==> config.mk <==
export PLATFORM = sky130hd
export DESIGN_NAME = psr_cond_unit
export DESIGN_NICKNAME = d
export VERILOG_FILES = /design/src/rtl/psr_cond_unit.sv
export SDC_FILE = /design/constraint.sdc
export NUM_CORES = 1
export LEC_CHECK = 0
export CAP_MARGIN = 20
export CORE_MARGIN = 2
export CORE_UTILIZATION = 35
export CTS_CLUSTER_SIZE = 16
export DETAILED_ROUTE_END_ITERATION = 8
export PLACE_DENSITY = 0.84
export REMOVE_ABC_BUFFERS = 1
export SLEW_MARGIN = 20
export SYNTH_ARGS = -nofsm -noshare
export SYNTH_HDL_FRONTEND = slang
export SYNTH_SLANG_ARGS = --single-unit
==> constraint.sdc <==
create_clock -name clk -period 2.1 [get_ports clk]
set_clock_uncertainty 0.05 [all_clocks]
set_input_delay 0.315 -clock clk [delete_from_list [all_inputs] [get_ports clk]]
set_output_delay 0.315 -clock clk [all_outputs]
set_load 0.01 [all_outputs]
==> src/rtl/psr_cond_unit.sv <==
// Processor status register with per-flag write mask and registered branch-condition evaluation.
// Optional PSR shadow stack for interrupt entry/return is compiled in with `define PSR_STACK_EN.
module psr_cond_unit #(
  parameter  int STACK_DEPTH = 4,
  localparam int PRSWIDTH    = 5
) (
  input  logic                clk,
  input  logic                rst_n,
  input  logic [PRSWIDTH-1:0] flags_in,
  input  logic                psr_we,
  input  logic [PRSWIDTH-1:0] psr_mask,
  input  logic                cond_req,
  input  logic [3:0]          cond_code,
  input  logic                psr_push,
  input  logic                psr_pop,
  output logic [PRSWIDTH-1:0] psr,
  output logic                cond_valid,
  output logic                cond_taken,
  output logic [4:0]          stack_depth,
  output logic                stack_err
);

  localparam int psrC = 0;
  localparam int psrL = 1;
  localparam int psrF = 2;
  localparam int psrZ = 3;
  localparam int psrN = 4;

  logic [PRSWIDTH-1:0] r_psr;
  logic                r_cond_valid;
  logic                r_cond_taken;
  logic [PRSWIDTH-1:0] w_we_psr;
  logic [PRSWIDTH-1:0] w_psr_next;
  logic                w_taken;

  function automatic logic cond_eval(input logic [3:0] code, input logic [PRSWIDTH-1:0] p);
    logic res;
    case (code)
      4'h0:    res = p[psrZ];
      4'h1:    res = ~p[psrZ];
      4'h2:    res = p[psrC];
      4'h3:    res = ~p[psrC];
      4'h4:    res = p[psrL];
      4'h5:    res = ~p[psrL];
      4'h6:    res = p[psrN];
      4'h7:    res = ~p[psrN];
      4'h8:    res = p[psrF];
      4'h9:    res = ~p[psrF];
      4'hA:    res = ~p[psrL] & ~p[psrZ];
      4'hB:    res = p[psrL] | p[psrZ];
      4'hC:    res = ~p[psrN] & ~p[psrZ];
      4'hD:    res = p[psrN] | p[psrZ];
      4'hE:    res = 1'b1;
      4'hF:    res = 1'b0;
      default: res = 1'b0;
    endcase
    return res;
  endfunction

  // Masked flag update; unmasked bits hold.
  always_comb begin
    w_we_psr = r_psr;
    if (psr_we) begin
      w_we_psr = (r_psr & ~psr_mask) | (flags_in & psr_mask);
    end else begin
      w_we_psr = r_psr;
    end
  end

`ifdef PSR_STACK_EN
  localparam int DW = (STACK_DEPTH > 1) ? $clog2(STACK_DEPTH) : 1;

  logic [PRSWIDTH-1:0] r_stack [STACK_DEPTH];
  logic [4:0]          r_depth;
  logic                r_stack_err;
  logic                w_full;
  logic                w_empty;
  logic                w_push_ok;
  logic                w_pop_ok;
  logic                w_err;
  logic [DW-1:0]       w_wr_idx;
  logic [DW-1:0]       w_top_idx;

  assign w_full    = (r_depth == 5'(STACK_DEPTH));
  assign w_empty   = (r_depth == 5'd0);
  assign w_wr_idx  = r_depth[DW-1:0];
  assign w_top_idx = r_depth[DW-1:0] - DW'(1);

  // Push/pop arbitration; simultaneous push and pop is rejected as an error.
  always_comb begin
    w_push_ok = 1'b0;
    w_pop_ok  = 1'b0;
    w_err     = 1'b0;
    if (psr_push && psr_pop) begin
      w_err = 1'b1;
    end else if (psr_push) begin
      if (w_full) begin
        w_err = 1'b1;
      end else begin
        w_push_ok = 1'b1;
      end
    end else if (psr_pop) begin
      if (w_empty) begin
        w_err = 1'b1;
      end else begin
        w_pop_ok = 1'b1;
      end
    end else begin
      w_err = 1'b0;
    end
  end

  // PSR next state: a successful pop overrides the flag write.
  always_comb begin
    w_psr_next = w_we_psr;
    if (w_pop_ok) begin
      w_psr_next = r_stack[w_top_idx];
    end else begin
      w_psr_next = w_we_psr;
    end
  end

  // Stack occupancy and error pulse.
  always_ff @(posedge clk or negedge rst_n) begin
    if (!rst_n) begin
      r_depth     <= 5'd0;
      r_stack_err <= 1'b0;
    end else begin
      r_stack_err <= w_err;
      if (w_push_ok) begin
        r_depth <= r_depth + 5'd1;
      end else if (w_pop_ok) begin
        r_depth <= r_depth - 5'd1;
      end else begin
        r_depth <= r_depth;
      end
    end
  end

  // Stack storage saves the pre-update PSR; contents need no reset.
  always_ff @(posedge clk) begin
    if (w_push_ok) begin
      r_stack[w_wr_idx] <= r_psr;
    end
  end

  assign stack_depth = r_depth;
  assign stack_err   = r_stack_err;
`else
  logic w_unused_stack;

  assign w_unused_stack = psr_push ^ psr_pop;

  // Without the stack the PSR only follows the flag write path.
  always_comb begin
    w_psr_next = w_we_psr;
  end

  assign stack_depth = 5'd0;
  assign stack_err   = 1'b0;
`endif

  // Condition is evaluated on the bypassed next-state PSR.
  always_comb begin
    w_taken = cond_eval(cond_code, w_psr_next);
  end

  // PSR and registered condition response.
  always_ff @(posedge clk or negedge rst_n) begin
    if (!rst_n) begin
      r_psr        <= 5'd0;
      r_cond_valid <= 1'b0;
      r_cond_taken <= 1'b0;
    end else begin
      r_psr        <= w_psr_next;
      r_cond_valid <= cond_req;
      if (cond_req) begin
        r_cond_taken <= w_taken;
      end else begin
        r_cond_taken <= r_cond_taken;
      end
    end
  end

  assign psr        = r_psr;
  assign cond_valid = r_cond_valid;
  assign cond_taken = r_cond_taken;

endmodule

# Yosys cells after proc, flatten, opt, wreduce, memory -nomap -nowiden
# Cells that the tools add are included.
[totals] ff_bits=7 latch_bits=0 ramBits=0 rom_bits=0 input_bits=20 output_inout_bits=13 word_cells=34 memories=0
[op_classes] add_sub_neg=0 n_mul=0 div_mod_pow=0 magnitude_cmp=0 eq_ne=15 shifts=0 muxes=2 bitwise=13 reduce_logical=1
[op_table] cell="$eq 4x4->1 const B" n=8
[op_table] cell="$eq 4x3->1 const B" n=4
[op_table] cell="$pmux 1 s16" n=1
[op_table] cell="$and 5x5->5" n=2
[op_table] cell="$eq 4x2->1 const B" n=2
[op_table] cell="$mux 5" n=1
[op_table] cell="$not 1->1" n=5
[op_table] cell="$not 5->5" n=1
[op_table] cell="$or 5x5->5" n=1
[op_table] cell="$eq 4x1->1 const B" n=1
[op_table] cell="$logic_not 4->1" n=1
[op_table] cell="$and 1x1->1" n=2
[op_table] cell="$or 1x1->1" n=2

# Longest topological paths before layout
# Gate-level depths: netlist of run 1.
[depth] word_depth=7 mapped_depth=6 ltp_nobuf=5

# Least setup slack after synthesis of run 1
# Ideal clock, no wire load.
[synth_path] path_kind="input to register" startpoint="in cond_code[2]" endpoint="reg r_cond_taken, in the netlist cond_taken" setup_ns=0.126 arrival_ns=1.565 t_required_ns=1.924 slack_ns=0.359 cell_stages=6 path_buffers=1 path_cell_list="buf_2 nand3b_1 a2111oi_1 a211o_1 a2111o_1 o32a_1"
[synth_via] elab_chain_cells=2 word_cells_on_any_way=17 classes_between="eq/ne: 15; mux: 1; reduce/logical: 1"
[synth_rtl] element="from (decl)" line="13" rtl="input logic [3:0] cond_code,"
[synth_rtl] element="$eq 4x4->1, or another cell as far along" line="38" rtl="case (code)"
[synth_rtl] element="$pmux 1 s16 *" line="38"
[synth_rtl] element="to (signal assigned)" line="178" rtl="r_cond_taken <= w_taken;"
[synth_rtl] element="to (signal assigned)" line="180" rtl="r_cond_taken <= r_cond_taken;"
[synth_rtl] element="to (decl)" line="31" rtl="logic r_cond_taken;"
# Mark *: on every way between the ends. The rest lies on a longest branch, timed or not.
# A chain may end at the register's enable or synchronous reset.

# Final worst setup path of run 1
[layout_path] startpoint="in psr_mask[1]" endpoint="reg r_cond_taken, in the netlist cond_taken"
[layout_via] elab_chain_cells=7 word_cells_on_any_way=9 classes_between="mux: 2; bitwise: 7"
[layout_rtl] element="from (decl)" line="11" rtl="input logic [PRSWIDTH-1:0] psr_mask,"
[layout_rtl] element="$not 5->5" line="64" rtl="w_we_psr = (r_psr & ~psr_mask) | (flags_in & psr_mask);"
[layout_rtl] element="$and 5x5->5" line="64"
[layout_rtl] element="$or 5x5->5 *" line="64"
[layout_rtl] element="$mux 5 *" line="63" rtl="if (psr_we) begin"
[layout_rtl] element="$not 1->1" line="44, 49"
[layout_rtl] element="$and 1x1->1" line="49" rtl="4'hA: res = ~p[psrL] & ~p[psrZ];"
[layout_rtl] element="$pmux 1 s16 *" line="38"
# Marks and branches as above.

==> impl_table.tex, run 1 <==
\begin{tabular}{lr}
\hline
Metric & Value \\
\hline
\multicolumn{2}{l}{\textbf{Yosys}} \\
Leading post-synthesis cells by cell area & sky130\_fd\_sc\_hd\_\_dfrtp\_1, sky130\_fd\_sc\_hd\_\_mux2i\_1, sky130\_fd\_sc\_hd\_\_buf\_4, sky130\_fd\_sc\_hd\_\_nand2\_1, sky130\_fd\_sc\_hd\_\_nand4b\_1 \\
Cell with the most instances after synthesis & sky130\_fd\_sc\_hd\_\_nand2\_1 \\
Post-Syn Area per Cell & approximately 9 µm² \\
EDFF count, synth & 0 \\
Yosys top cell area share & 32.7\% \\
Ranking of synthesized cells by instance count & sky130\_fd\_sc\_hd\_\_nand2\_1, sky130\_fd\_sc\_hd\_\_dfrtp\_1, sky130\_fd\_sc\_hd\_\_buf\_4 \\
Dominant register cell in the synthesized netlist & sky130\_fd\_sc\_hd\_\_dfrtp\_1 \\
Synthesized cell area & roughly 540 µm² \\
Fraction of registers with async set or reset after synthesis & 100\% \\
Synthesized instance count & 61 \\
Post-synthesis sequential area ratio & 32.7\% \\
Number of register bits inferred by synthesis & 7 \\
Post-synthesis cell type with the largest combined area & sky130\_fd\_sc\_hd\_\_dfrtp\_1 \\
Post-synthesis cell type count & 25 \\
Yosys warning count & 0 \\
\multicolumn{2}{l}{\textbf{Clocking}} \\
Hold\_buf cts & 0 \\
Clock sink total & 7 \\
Insertion delay of the later-clocked pin in the worst-skew pair & 0.25 ns \\
CTS root buffer & sky130\_fd\_sc\_hd\_\_clkbuf\_4 \\
Buffers from clock root to sink, at most & 2 \\
Clock Pin Slew Worst Setup and Hold Paths & roughly 0.060 ns \\
CTS tree & yes \\
CTS Buf Count & 3 \\
CTS H-tree lvls & 1 \\
\multicolumn{2}{l}{\textbf{Worst setup path}} \\
Data required time at the worst endpoint & 2.19 ns \\
Critical path's largest stage delay & about 0.49 ns \\
Critical Path End Type & flop \\
Startpoint types & input port \\
Worst-path cell chain & clkdlybuf4s50\_1 > and3\_4 > a2111oi\_1 > a211o\_1 > a2111o\_1 > o32a\_1 \\
Slowest library cell on the worst path & sky130\_fd\_sc\_hd\_\_clkdlybuf4s50\_1 \\
Max Fanout on Critical Path & 2 \\
Arrival time at the worst endpoint & 2.04 ns \\
Category of the most critical setup path & input port to flop \\
\multicolumn{2}{l}{\textbf{Power}} \\
Relative contribution of the clock network to total power & 26.7\% \\
Part of the total power dissipated in combinational logic & 37.2\% \\
Switching component of the power & 0.000134 W \\
Leakage power of the design & 0.373 nW \\
Power Internal & around 0.00032 W \\
Highest ir drop seen on vdd & 180 µV \\
Pwr Density & 544 mW/mm² \\
Net switching fraction of the power & between 20\% and 30\% \\
Portion of total power attributed to sequential cells & 36.1\% \\
\multicolumn{2}{l}{\textbf{Die}} \\
Standard cell core area & 0.00147 mm² \\
Initial cell density of the core & 36.4\% \\
Site row count & 14 \\
Die height & 43.1 µm \\
Top Ports & 33 \\
Horiz. Die Dim & approximately 43 µm \\
Die footprint & 0.00186 mm² \\
\multicolumn{2}{l}{\textbf{Timing}} \\
Post-route minimum period & 1.95 ns \\
Setup repair after global routing missed its margin & no \\
Hold\_ws & between 0.2 and 0.3 ns \\
Number of hold-slack violations in the final timing report & 0 \\
Setup slack after layout & 0.147 ns \\
Number of setup violations in the final report & 0 \\
Final Cycle Share & 93.0\% \\
Max-slew violation count & 0 \\
Setup TNS & 0 ns \\
Fmax & 512 MHz \\
\multicolumn{2}{l}{\textbf{Detailed routing}} \\
First-iteration detailed-routing DRC count & 8 \\
Average via count per standard cell & 5.21 \\
Antenna viol nets, final & 0 \\
Detail-routed net length per standard cell & 12.9 µm \\
Number of optimization iterations in the first detailed-route pass & 4 \\
Number of vias in the routed layout & 552 \\
Post-detailed-routing wire length & 1370 µm \\
Detailed-route DRC error count & 0 \\
\multicolumn{2}{l}{\textbf{Placement}} \\
Half-perimeter wire length of the detailed placement result & 1150 µm \\
GPL Wtd Cong & approximately 0.87 \\
Buffers added on ports & 24 \\
Pre-CTS worst setup slack & -0.182 ns \\
\multicolumn{2}{l}{\textbf{GRT}} \\
Global-route wire length before repair & 2330 µm \\
Number of antenna violations at the first check in global routing & 0 \\
Sum of overflow across all layers after global routing & 0 \\
Aggregate global-route resource usage & 17.3\% \\
Vias in the first global route & 507 \\
Largest net degree at the start of global routing & 11 \\
\multicolumn{2}{l}{\textbf{Status}} \\
Result of the run & finished clean \\
\multicolumn{2}{l}{\textbf{Hold path}} \\
Class of the tightest hold or removal check & input port to asynchronous set/reset pin \\
\multicolumn{2}{l}{\textbf{Layout}} \\
Layout net count & 111 \\
Antenna cells & 0 \\
Relative area change from synthesis to final layout & 56.5\% \\
Proportion of layout cells with a drive suffix above 1 & 17.8\% \\
\multicolumn{2}{l}{\textbf{Job}} \\
Max-cap check violation count & 0 \\
\hline
\end{tabular}
[state kept, by name (all words and copies together), names as in the netlist]
signal      flops
cond_valid      1
psr             5
cond_taken      1
[power by group through the flow]
| stage | logic, W | registers, W | clock network [W] |
|---|---|---|---|
| 2_1_floorplan | 0.0000527 | 0.000174 | 0 |
| 3_3_place_gp | 0.000160 | 0.000164 | 0 |
| 3_5_place_dp | 0.000166 | 0.000166 | 0 |
| 4_1_cts | 0.000167 | 0.000164 | 0.000127 |
| 5_1_grt | 0.000183 | 0.000168 | 0.000132 |
| 6_report | 0.000170 | 0.000164 | 0.000122 |
[path summary, 6_finish.rpt]
check	startpoint	end	slack [ns]	cells after the start
worst max-delay path	psr_mask[1]	cond_taken	0.15	6
worst min-delay path	rst_n	cond_taken	0.26	1
worst max register to register	psr[4]	cond_taken	0.45	5
worst min register to register	cond_taken	cond_taken	0.47	1
max in group asynchronous	rst_n	psr[0]	1.51	1
min in group clk	cond_taken	cond_taken	0.47	1
[logic make-up after synthesis]
family / share of synthesized area (%)
AO/OA/AOI/OAI: 11.9
buffers and inverters: 14.0
multiplexers: 15.7
other: 0.700
AND/OR/NAND/NOR: 25.0
flip-flops: 32.7
[cell usage in the layout, fill, tap and decap left out, drive strengths merged]
cell type      count
clkdlybuf4s50     23
nand2              9
dfrtp              7
conb               6
buf                6
mux2i              5
nor2               4
inv                3
nand3b             3
nand4b             3
clkbuf             3
mux2               3
a21oi              2
and3               1
nor3               1
nor4b              1
a2111oi            1
a211o              1
o211ai             1
a31oi              1
a2111o             1
nor3b              1
or3b               1
o32a               1
clkinv             1
dlymetal6s2s       1
[worst max-delay path: cells and delay by family]
family,cells,cell delay [ns]
buf+inv,1,0.49
compound gates,4,1.03
simple gates,1,0.20
[metal layers]
metal  up-vias  track usage [%]  wire (µm)
met5         -                0          0
met4         0             7.27         23
met3         2             5.96        131
met2        26             31.6        706
met1       262             17.3        508
li1        262                -          -
[final cells by class]
| cell class | instances | area (µm²) |
|---|---|---|
| Sequential cell | 7 | 175 |
| Clock inverter | 1 | 5.00 |
| Inverter | 3 | 11.3 |
| Multi-Input combinational cell | 46 | 317 |
| Tap cell | 16 | 20.0 |
| Clock buffer | 3 | 22.5 |
| Fill cell | 122 | 633 |
| Timing Repair Buffer | 30 | 288 |
[repair_timing]
item,4_1_cts,5_1_grt
buffers inserted,0,0
endpoints found under the setup margin,0,1
hold endpoints to repair,0,0
resized for setup,0,4
[metrics by stage]
step	utilization (%)	cells	total power, W	instance area (µm²)
final	57.0	106	0.000456	838
after floorplan	-	56	0.000226	490
after global routing	57.0	106	0.000483	838
after detailed placement	54.1	102	0.000332	796
after global placement	54.1	102	0.000324	796
after CTS	56.0	106	0.000457	823
Power figures use the tool's default switching activity.
==> inputs of run 2 (changes only) <==
==> constraint.sdc (replaced) <==
create_clock -name clk -period 2.1 [get_ports clk]
set_clock_uncertainty 0.05 [all_clocks]
set_input_delay 0.315 -clock clk [delete_from_list [all_inputs] [get_ports clk]]
set_output_delay 0.315 -clock clk [all_outputs]
set_load 0.005 [all_outputs]
==> results of run 2 <==
Same layout as run 1 (identical final DEF). Status: finished clean.
Main changes from that run: total power 0.000456 W -> 0.000446 W; worst IR drop on VDD 180 µV -> 175 µV
